### config.mk
export PLATFORM = sky130hd
export DESIGN_NAME = font_rom_arbiter_flat
export DESIGN_NICKNAME = d
export VERILOG_FILES = /design/src/rtl/font_arb_pkg.sv /design/src/rtl/font_rom_arbiter_if.sv /design/src/rtl/arb_pick.sv /design/src/rtl/font_rom_arbiter.sv /design/src/flat_wrapper.sv
export SDC_FILE = /design/constraint.sdc
export NUM_CORES = 1
export LEC_CHECK = 0
export ABC_AREA = 1
export BUFFER_PORTS_ARGS = -buffer_cell sky130_fd_sc_hd__buf_2
export CAP_MARGIN = 20
export CORE_MARGIN = 2
export CORE_UTILIZATION = 40
export DETAILED_ROUTE_END_ITERATION = 10
export GPL_TIMING_DRIVEN = 0
export PLACE_DENSITY_LB_ADDON = 0.05
export SKIP_CTS_REPAIR_TIMING = 1
export SLEW_MARGIN = 10
export SYNTH_ARGS = -nofsm -noshare
export SYNTH_HDL_FRONTEND = slang
export SYNTH_SLANG_ARGS = --single-unit
### constraint.sdc
create_clock -name clk -period 1.9 [get_ports clk]
set_clock_uncertainty 0.1 [all_clocks]
set_input_delay 0.38 -clock clk [delete_from_list [all_inputs] [get_ports clk]]
set_output_delay 0.38 -clock clk [all_outputs]
set_load 0.005 [all_outputs]
### src/rtl/font_arb_pkg.sv
// font_arb_pkg: constants and helpers shared by the font ROM arbiter and the text overlay blocks.
//   FONT_ADDR_CHAR_W / FONT_ADDR_ROW_W : ROM address fields {char_addr, row_addr}
//   DEF_*                              : default arbiter geometry
//   id_w()                             : width of a binary requester id
package font_arb_pkg;

    localparam int unsigned FONT_ADDR_CHAR_W = 7;
    localparam int unsigned FONT_ADDR_ROW_W  = 4;
    localparam int unsigned DEF_ADDR_W       = FONT_ADDR_CHAR_W + FONT_ADDR_ROW_W;
    localparam int unsigned DEF_DATA_W       = 8;
    localparam int unsigned DEF_CNT_W        = 16;
    localparam int unsigned DEF_N_REQ        = 4;

    // Never returns 0 so a one-requester build still has a legal id vector.
    function automatic int unsigned id_w(input int unsigned n);
        return (n <= 1) ? 1 : $clog2(n);
    endfunction

endpackage

### src/rtl/font_rom_arbiter_if.sv
// font_rom_arbiter_if: request/grant, ROM and read-return bundle of the font ROM arbiter.
//   req, req_addr      : requester side requests and flattened addresses
//   gnt                : one-hot grant (combinational)
//   rom_addr, rom_data : font ROM address out / row word back (1-cycle latency)
//   rd_valid, rd_data  : returned row word and its one-hot owner
//   stall_cnt, stall_clr : contention counter and its synchronous clear
// Modport slave is the arbiter; master is the environment (requesters plus ROM).
interface font_rom_arbiter_if
    import font_arb_pkg::*;
#(
    parameter int unsigned N_REQ  = DEF_N_REQ,
    parameter int unsigned ADDR_W = DEF_ADDR_W,
    parameter int unsigned DATA_W = DEF_DATA_W,
    parameter int unsigned CNT_W  = DEF_CNT_W
) ();

    logic [N_REQ-1:0]        req;
    logic [N_REQ*ADDR_W-1:0] req_addr;
    logic [N_REQ-1:0]        gnt;
    logic [ADDR_W-1:0]       rom_addr;
    logic [DATA_W-1:0]       rom_data;
    logic [N_REQ-1:0]        rd_valid;
    logic [DATA_W-1:0]       rd_data;
    logic [CNT_W-1:0]        stall_cnt;
    logic                    stall_clr;

    modport slave (
        input  req, req_addr, rom_data, stall_clr,
        output gnt, rom_addr, rd_valid, rd_data, stall_cnt
    );

    modport master (
        output req, req_addr, rom_data, stall_clr,
        input  gnt, rom_addr, rd_valid, rd_data, stall_cnt
    );

endinterface

### src/rtl/arb_pick.sv
// arb_pick: combinational one-hot picker. Scans i_req starting at index i_start (wrapping)
// and grants the first set bit.
//   i_req   : request vector
//   i_start : index searched first (tie to 0 for fixed priority, bit 0 highest)
//   o_gnt   : one-hot grant, 0 when no request
//   o_id    : binary index of the granted bit, 0 when no request
module arb_pick
    import font_arb_pkg::*;
#(
    parameter int unsigned N_REQ = DEF_N_REQ,
    parameter int unsigned ID_W  = id_w(N_REQ)
) (
    input  logic [N_REQ-1:0] i_req,
    input  logic [ID_W-1:0]  i_start,
    output logic [N_REQ-1:0] o_gnt,
    output logic [ID_W-1:0]  o_id
);

    logic        w_found;
    int unsigned w_idx;

    always_comb begin
        o_gnt   = '0;
        o_id    = '0;
        w_found = 1'b0;
        w_idx   = 0;
        for (int unsigned k = 0; k < N_REQ; k++) begin
            w_idx = (32'(i_start) + k) % N_REQ;
            if (!w_found && i_req[w_idx]) begin
                w_found      = 1'b1;
                o_gnt[w_idx] = 1'b1;
                o_id         = ID_W'(w_idx);
            end
        end
    end

endmodule

### src/rtl/font_rom_arbiter.sv
// font_rom_arbiter: shares one synchronous font ROM among N_REQ text overlay generators.
// One requester is granted per cycle; its address goes to the ROM and the returned row word is
// routed back to it one cycle later.
//   clk, reset : clock, asynchronous active-high reset
//   bus        : font_rom_arbiter_if.slave (req/req_addr/gnt, rom_addr/rom_data,
//                rd_valid/rd_data, stall_cnt/stall_clr)
// Build option: define FONT_ARB_RR_EN for round-robin arbitration; otherwise fixed priority
// with req[0] highest.
module font_rom_arbiter
    import font_arb_pkg::*;
#(
    parameter int unsigned N_REQ  = DEF_N_REQ,
    parameter int unsigned ADDR_W = DEF_ADDR_W,
    parameter int unsigned DATA_W = DEF_DATA_W,
    parameter int unsigned CNT_W  = DEF_CNT_W
) (
    input  logic               clk,
    input  logic               reset,
    font_rom_arbiter_if.slave  bus
);

    localparam int unsigned ID_W = id_w(N_REQ);

    logic [N_REQ-1:0]  w_pick_gnt;
    logic [ID_W-1:0]   w_pick_id;
    logic [ID_W-1:0]   w_start;
    logic              w_any;
    logic              w_stall;
    logic [ADDR_W-1:0] w_sel_addr;
    logic [N_REQ-1:0]  w_rd_valid;

    logic [ADDR_W-1:0] r_last_addr;
    logic              r_pend_vld;
    logic [ID_W-1:0]   r_pend_id;
    logic [DATA_W-1:0] r_rd_data;
    logic [CNT_W-1:0]  r_stall_cnt;

`ifdef FONT_ARB_RR_EN
    logic [ID_W-1:0] r_rr_ptr;

    // Pointer moves past the winner; idle cycles leave it alone.
    always_ff @(posedge clk or posedge reset) begin
        if (reset) begin
            r_rr_ptr <= '0;
        end else if (w_any) begin
            r_rr_ptr <= (w_pick_id == ID_W'(N_REQ - 1)) ? '0 : w_pick_id + ID_W'(1);
        end
    end

    assign w_start = r_rr_ptr;
`else
    assign w_start = '0;
`endif

    arb_pick #(
        .N_REQ (N_REQ),
        .ID_W  (ID_W)
    ) u_pick (
        .i_req   (bus.req),
        .i_start (w_start),
        .o_gnt   (w_pick_gnt),
        .o_id    (w_pick_id)
    );

    assign w_any   = |bus.req;
    assign w_stall = |(bus.req & ~w_pick_gnt);

    // Only the granted slice is selected, so X on idle requesters' addresses cannot leak out.
    always_comb begin
        w_sel_addr = '0;
        for (int unsigned i = 0; i < N_REQ; i++) begin
            if (w_pick_gnt[i]) begin
                w_sel_addr = bus.req_addr[i*ADDR_W +: ADDR_W];
            end
        end
    end

    assign bus.gnt      = reset ? '0 : w_pick_gnt;
    assign bus.rom_addr = reset ? '0 : (w_any ? w_sel_addr : r_last_addr);

    always_ff @(posedge clk or posedge reset) begin
        if (reset) begin
            r_last_addr <= '0;
            r_pend_vld  <= 1'b0;
            r_pend_id   <= '0;
        end else begin
            r_pend_vld <= w_any;
            if (w_any) begin
                r_last_addr <= w_sel_addr;
                r_pend_id   <= w_pick_id;
            end
        end
    end

    // The ROM word arrives in the return cycle; the register only holds it afterwards.
    always_ff @(posedge clk or posedge reset) begin
        if (reset) begin
            r_rd_data <= '0;
        end else if (r_pend_vld) begin
            r_rd_data <= bus.rom_data;
        end
    end

    assign bus.rd_data = r_pend_vld ? bus.rom_data : r_rd_data;

    always_comb begin
        w_rd_valid = '0;
        for (int unsigned i = 0; i < N_REQ; i++) begin
            w_rd_valid[i] = r_pend_vld && (r_pend_id == ID_W'(i));
        end
    end

    assign bus.rd_valid = w_rd_valid;

    // Clear wins over increment; saturates at all-ones.
    always_ff @(posedge clk or posedge reset) begin
        if (reset) begin
            r_stall_cnt <= '0;
        end else if (bus.stall_clr) begin
            r_stall_cnt <= '0;
        end else if (w_stall && (r_stall_cnt != '1)) begin
            r_stall_cnt <= r_stall_cnt + CNT_W'(1);
        end
    end

    assign bus.stall_cnt = r_stall_cnt;

endmodule

### src/flat_wrapper.sv
// flat-port wrapper written by rule: the top's interface ports become plain ports
module font_rom_arbiter_flat import font_arb_pkg::*;
#(
    parameter int unsigned N_REQ  = DEF_N_REQ,
    parameter int unsigned ADDR_W = DEF_ADDR_W,
    parameter int unsigned DATA_W = DEF_DATA_W,
    parameter int unsigned CNT_W  = DEF_CNT_W
)
  (clk, reset, bus_req, bus_req_addr, bus_rom_data, bus_stall_clr, bus_gnt, bus_rom_addr, bus_rd_valid, bus_rd_data, bus_stall_cnt);
  font_rom_arbiter_if #(.N_REQ(N_REQ), .ADDR_W(ADDR_W), .DATA_W(DATA_W), .CNT_W(CNT_W)) bus_i ();
  input  logic clk;
  input  logic reset;
  input wire logic [$bits(bus_i.req)-1:0] bus_req;
  input wire logic [$bits(bus_i.req_addr)-1:0] bus_req_addr;
  input wire logic [$bits(bus_i.rom_data)-1:0] bus_rom_data;
  input wire logic [$bits(bus_i.stall_clr)-1:0] bus_stall_clr;
  output wire logic [$bits(bus_i.gnt)-1:0] bus_gnt;
  output wire logic [$bits(bus_i.rom_addr)-1:0] bus_rom_addr;
  output wire logic [$bits(bus_i.rd_valid)-1:0] bus_rd_valid;
  output wire logic [$bits(bus_i.rd_data)-1:0] bus_rd_data;
  output wire logic [$bits(bus_i.stall_cnt)-1:0] bus_stall_cnt;
  assign bus_i.req = bus_req;
  assign bus_i.req_addr = bus_req_addr;
  assign bus_i.rom_data = bus_rom_data;
  assign bus_i.stall_clr = bus_stall_clr;
  assign bus_gnt = bus_i.gnt;
  assign bus_rom_addr = bus_i.rom_addr;
  assign bus_rd_valid = bus_i.rd_valid;
  assign bus_rd_data = bus_i.rd_data;
  assign bus_stall_cnt = bus_i.stall_cnt;
  font_rom_arbiter #(.N_REQ(N_REQ), .ADDR_W(ADDR_W), .DATA_W(DATA_W), .CNT_W(CNT_W)) u_core (.clk(clk), .reset(reset), .bus(bus_i));
endmodule
==> flow_summary.yaml <==
status:
  run_status: "finished with violations"
  failed_checks: "setup timing"
route:
  detail_route.first_pass.iterations: 4
  drc_errors: 0
  routedWlPerCell_um: 12.0
  first_iter_violations: 77
  antenna_violation_net_count_after_detailed_routing: 0
  finalWirelength_um: 6390
  routed_via_density: 4.76
  dr_total_vias: 2537
sta:
  post-route-period-util_pct: 101
  layout_setup_ws_ns: -0.0269
  hold_ws_ns: 0.205
  setup-tns-final_ns: -0.0269
  grt_setup_unrepaired: "true"
  fmax_mhz: 519
  maxSlewHeadroom_pct: 47.4
  report.final.hold_viol_count: 0
  post-route-min-period_ns: 1.93
  final-setup-viol-count: 1
  worst_pin_slew_ns: 0.788
  timing_max_transition_violations_final: 0
setup_path:
  worstSetupStartpointType: "input pin"
  timing.critical_path.required_ns: 1.42
  rr_worst_depth: 9
  critical_path.endpoint_type: "output pin"
  cp_slowest_cell: "sky130_fd_sc_hd__nor2_4"
  setup_slack_on_the_worst_flop_to_flop_path_ns: 0.13
  worst_r2r_startpoint: "u_core.bus.stall_cnt[0]"
  critical_path.max_stage_delay_ns: 0.21
  path_max_fanout: 5
  critical_path.cell_chain: "buf_8 > inv_6 > nand2_4 > nor2_4 > buf_6 > nand3_1 > nand4_1 > nor2_1 > nor2_1 > buf_2"
  crit_type: "in2out"
  r2r_endpoint: "u_core.bus.stall_cnt[10]"
  timing.critical_path.arrival_ns: 1.45
  critical-path-top-delay-family: "simple AND/OR/NAND/NOR gates"
  cp_buf_inv_count: 4
  critical_path.most_common_cell: "sky130_fd_sc_hd__nor2_1"
synth:
  synth_commonest_cells: "sky130_fd_sc_hd__nand2_1 (111), sky130_fd_sc_hd__nor2_1 (60), sky130_fd_sc_hd__dfrtp_1 (38), sky130_fd_sc_hd__inv_1 (34), sky130_fd_sc_hd__nand3_1 (30)"
  ys_seq_area_share_pct: 40.9
  avgSynthCellArea_um2: 6.73
  synth_enable_flop_cells: 0
  synth.most_common_cell: "sky130_fd_sc_hd__nand2_1"
  yosysWarnings: 0
  syn-cell-area_um2: 2320
  synth_cell_type_count: 23
  dominantRegCellSynth: "sky130_fd_sc_hd__dfrtp_1"
  syn_nets: 405
  post-synth-top-area-fraction_pct: 40.9
  async_flop_share_pct: 100
  synth_largest_area_cell: "sky130_fd_sc_hd__dfrtp_1"
  syn-instance-count: 345
  cell_types_with_the_largest_area_share_after_synthesis: "sky130_fd_sc_hd__dfrtp_1 (41%), sky130_fd_sc_hd__nand2_1 (18%), sky130_fd_sc_hd__nor2_1 (9.7%), sky130_fd_sc_hd__nand4_1 (6.7%), sky130_fd_sc_hd__nand3_1 (6.5%)"
  number_of_flip_flops_and_latches_in_the_synthesized_netlist: 38
place:
  gpl.final_weighted_congestion: 0.834
  dp_hpwl_um: 4840
  dpl_cell_area_um2: 2910
  dpl_worst_slack_ns: -0.249
  count_of_input_and_output_buffers: 100
global_routing:
  grt_antenna_before_repair: 0
  overflow: 0
  pin_count_of_the_biggest_net_entering_global_routing: 39
  grt_pass1_wl_um: 10300
  first_global_vias: 2352
  global_route.usage.total_pct: 20.2
die:
  die_w_um: 80.2
  num_io_pins: 102
  rows: 27
  die_height_um: 80.2
  initial_core_util_pct: 41.7
  design.core.area_um2: 5570
  fp.dieArea_um2: 6430
hold_path:
  hold_path_stages: 3
  hold_path.startpoint: "bus_rom_data[5]"
  holdPathEnd: "u_core.r_rd_data[5]"
  worst_hold_path_type: "in2reg"
job:
  drv_cap: 0
clock_tree:
  root_buffer: "sky130_fd_sc_hd__clkbuf_8"
  clk_pin_slew_ns: 0.08
  clock_sinks: 38
  clk_path_buf_depth: 2
  number_of_levels_the_h_tree_was_split_into: 2
  tritoncts: "built"
  clock_insertion_delay_worst_skew_ns: 0.29
  cts_buffers: 5
finish:
  antenna_cells_inserted: 0
  area.growth.synth_to_final_pct: 38.0
  fin_area_um2: 3210
  fin_nets: 520
  fillCellCount: 581
  final_layout_size_suffix_gt1_share_pct: 32.3
power:
  cellLeakagePower_nw: 1.76
  largest_vdd_supply_drop_mv: 0.295
  power_density_nw_per_um2: 559
  p_total_mw: 1.79
metal layers:
layer | wire length, um | track usage [%]
met1 | 2740 | 24.6
met5 | 0 | 0
met2 | 3080 | 33.8
met4 | 141 | 8.31
met3 | 426 | 5.28
how the worst max path moves through the flow:
stage	startpoint	slack, ns	cells past startpoint	to
6_report	bus_req[0]	-0.03	10	bus_rom_addr[1]
4_1_cts	u_core.r_pend_vld	-0.29	6	bus_rd_data[1]
2_1_floorplan	reset	0.18	3	u_core.bus.stall_cnt[0]
3_5_place_dp	bus_req[0]	-0.25	10	bus_rom_addr[1]
5_1_grt	bus_req[1]	-0.09	10	bus_rom_addr[6]
3_3_place_gp	reset	-0.40	3	u_core.r_rd_data[5]
layout by cell type (no fill, tap or decap), drive strengths merged:
| cell type | count |
|---|---|
| buf | 113 |
| nand2 | 112 |
| nor2 | 64 |
| dfrtp | 38 |
| inv | 37 |
| nand3 | 30 |
| nand4 | 25 |
| clkbuf | 15 |
| xor2 | 6 |
| nor3 | 5 |
| o21bai | 4 |
| o21ai | 4 |
| a21oi | 3 |
| clkinv | 3 |
| or2 | 1 |
| ha | 1 |
area by class of cell:
type,instances,area (um2),share of cell area (%)
multi-input combinational,255,1230,38.5
sequential,38,953,29.7
timing repair buffer,109,606,18.9
inverter,38,150,4.68
tap,72,90.1,2.81
buffer,13,85.1,2.65
clock buffer,6,72.6,2.26
clock inverter,2,13.8,0.429
registers in the layout, indices dropped and copies added, names as in the netlist:
register and flops:
u_core.r_pend_vld 1, u_core.r_rd_data 8, u_core.r_pend_id 2, u_core.r_last_addr 11, u_core.bus.stall_cnt 16
power by group:
group	switching [mW]	internal, mW
logic	0.201	0.163
clock network	0.292	0.259
registers	0.0240	0.853
total	0.517	1.28
per-stage QoR:
| step | utilization [%] | cells |
|---|---|---|
| 4_1_cts | 53.8 | 525 |
| 6_report | 57.5 | 533 |
| 3_3_place_gp | 52.3 | 517 |
| 2_1_floorplan | - | 345 |
| 5_1_grt | 57.5 | 533 |
| 3_5_place_dp | 52.3 | 517 |
worst min-delay path: cells and delay by family:
family                 cells  cell delay, ns
AND/OR/NAND/NOR            2            0.11
buffers and inverters      1            0.08
kinds of logic after synthesis:
logic type / synth area share, %
xor gates and xnor gates: 2.26
buffers and inverters: 8.94
AOI/OAI and AO/OA: 2.80
DFF: 40.9
and+or+nand+nor: 44.5
adders and majority gates: 0.538
Note: power is estimated with default switching activity, not from simulation.
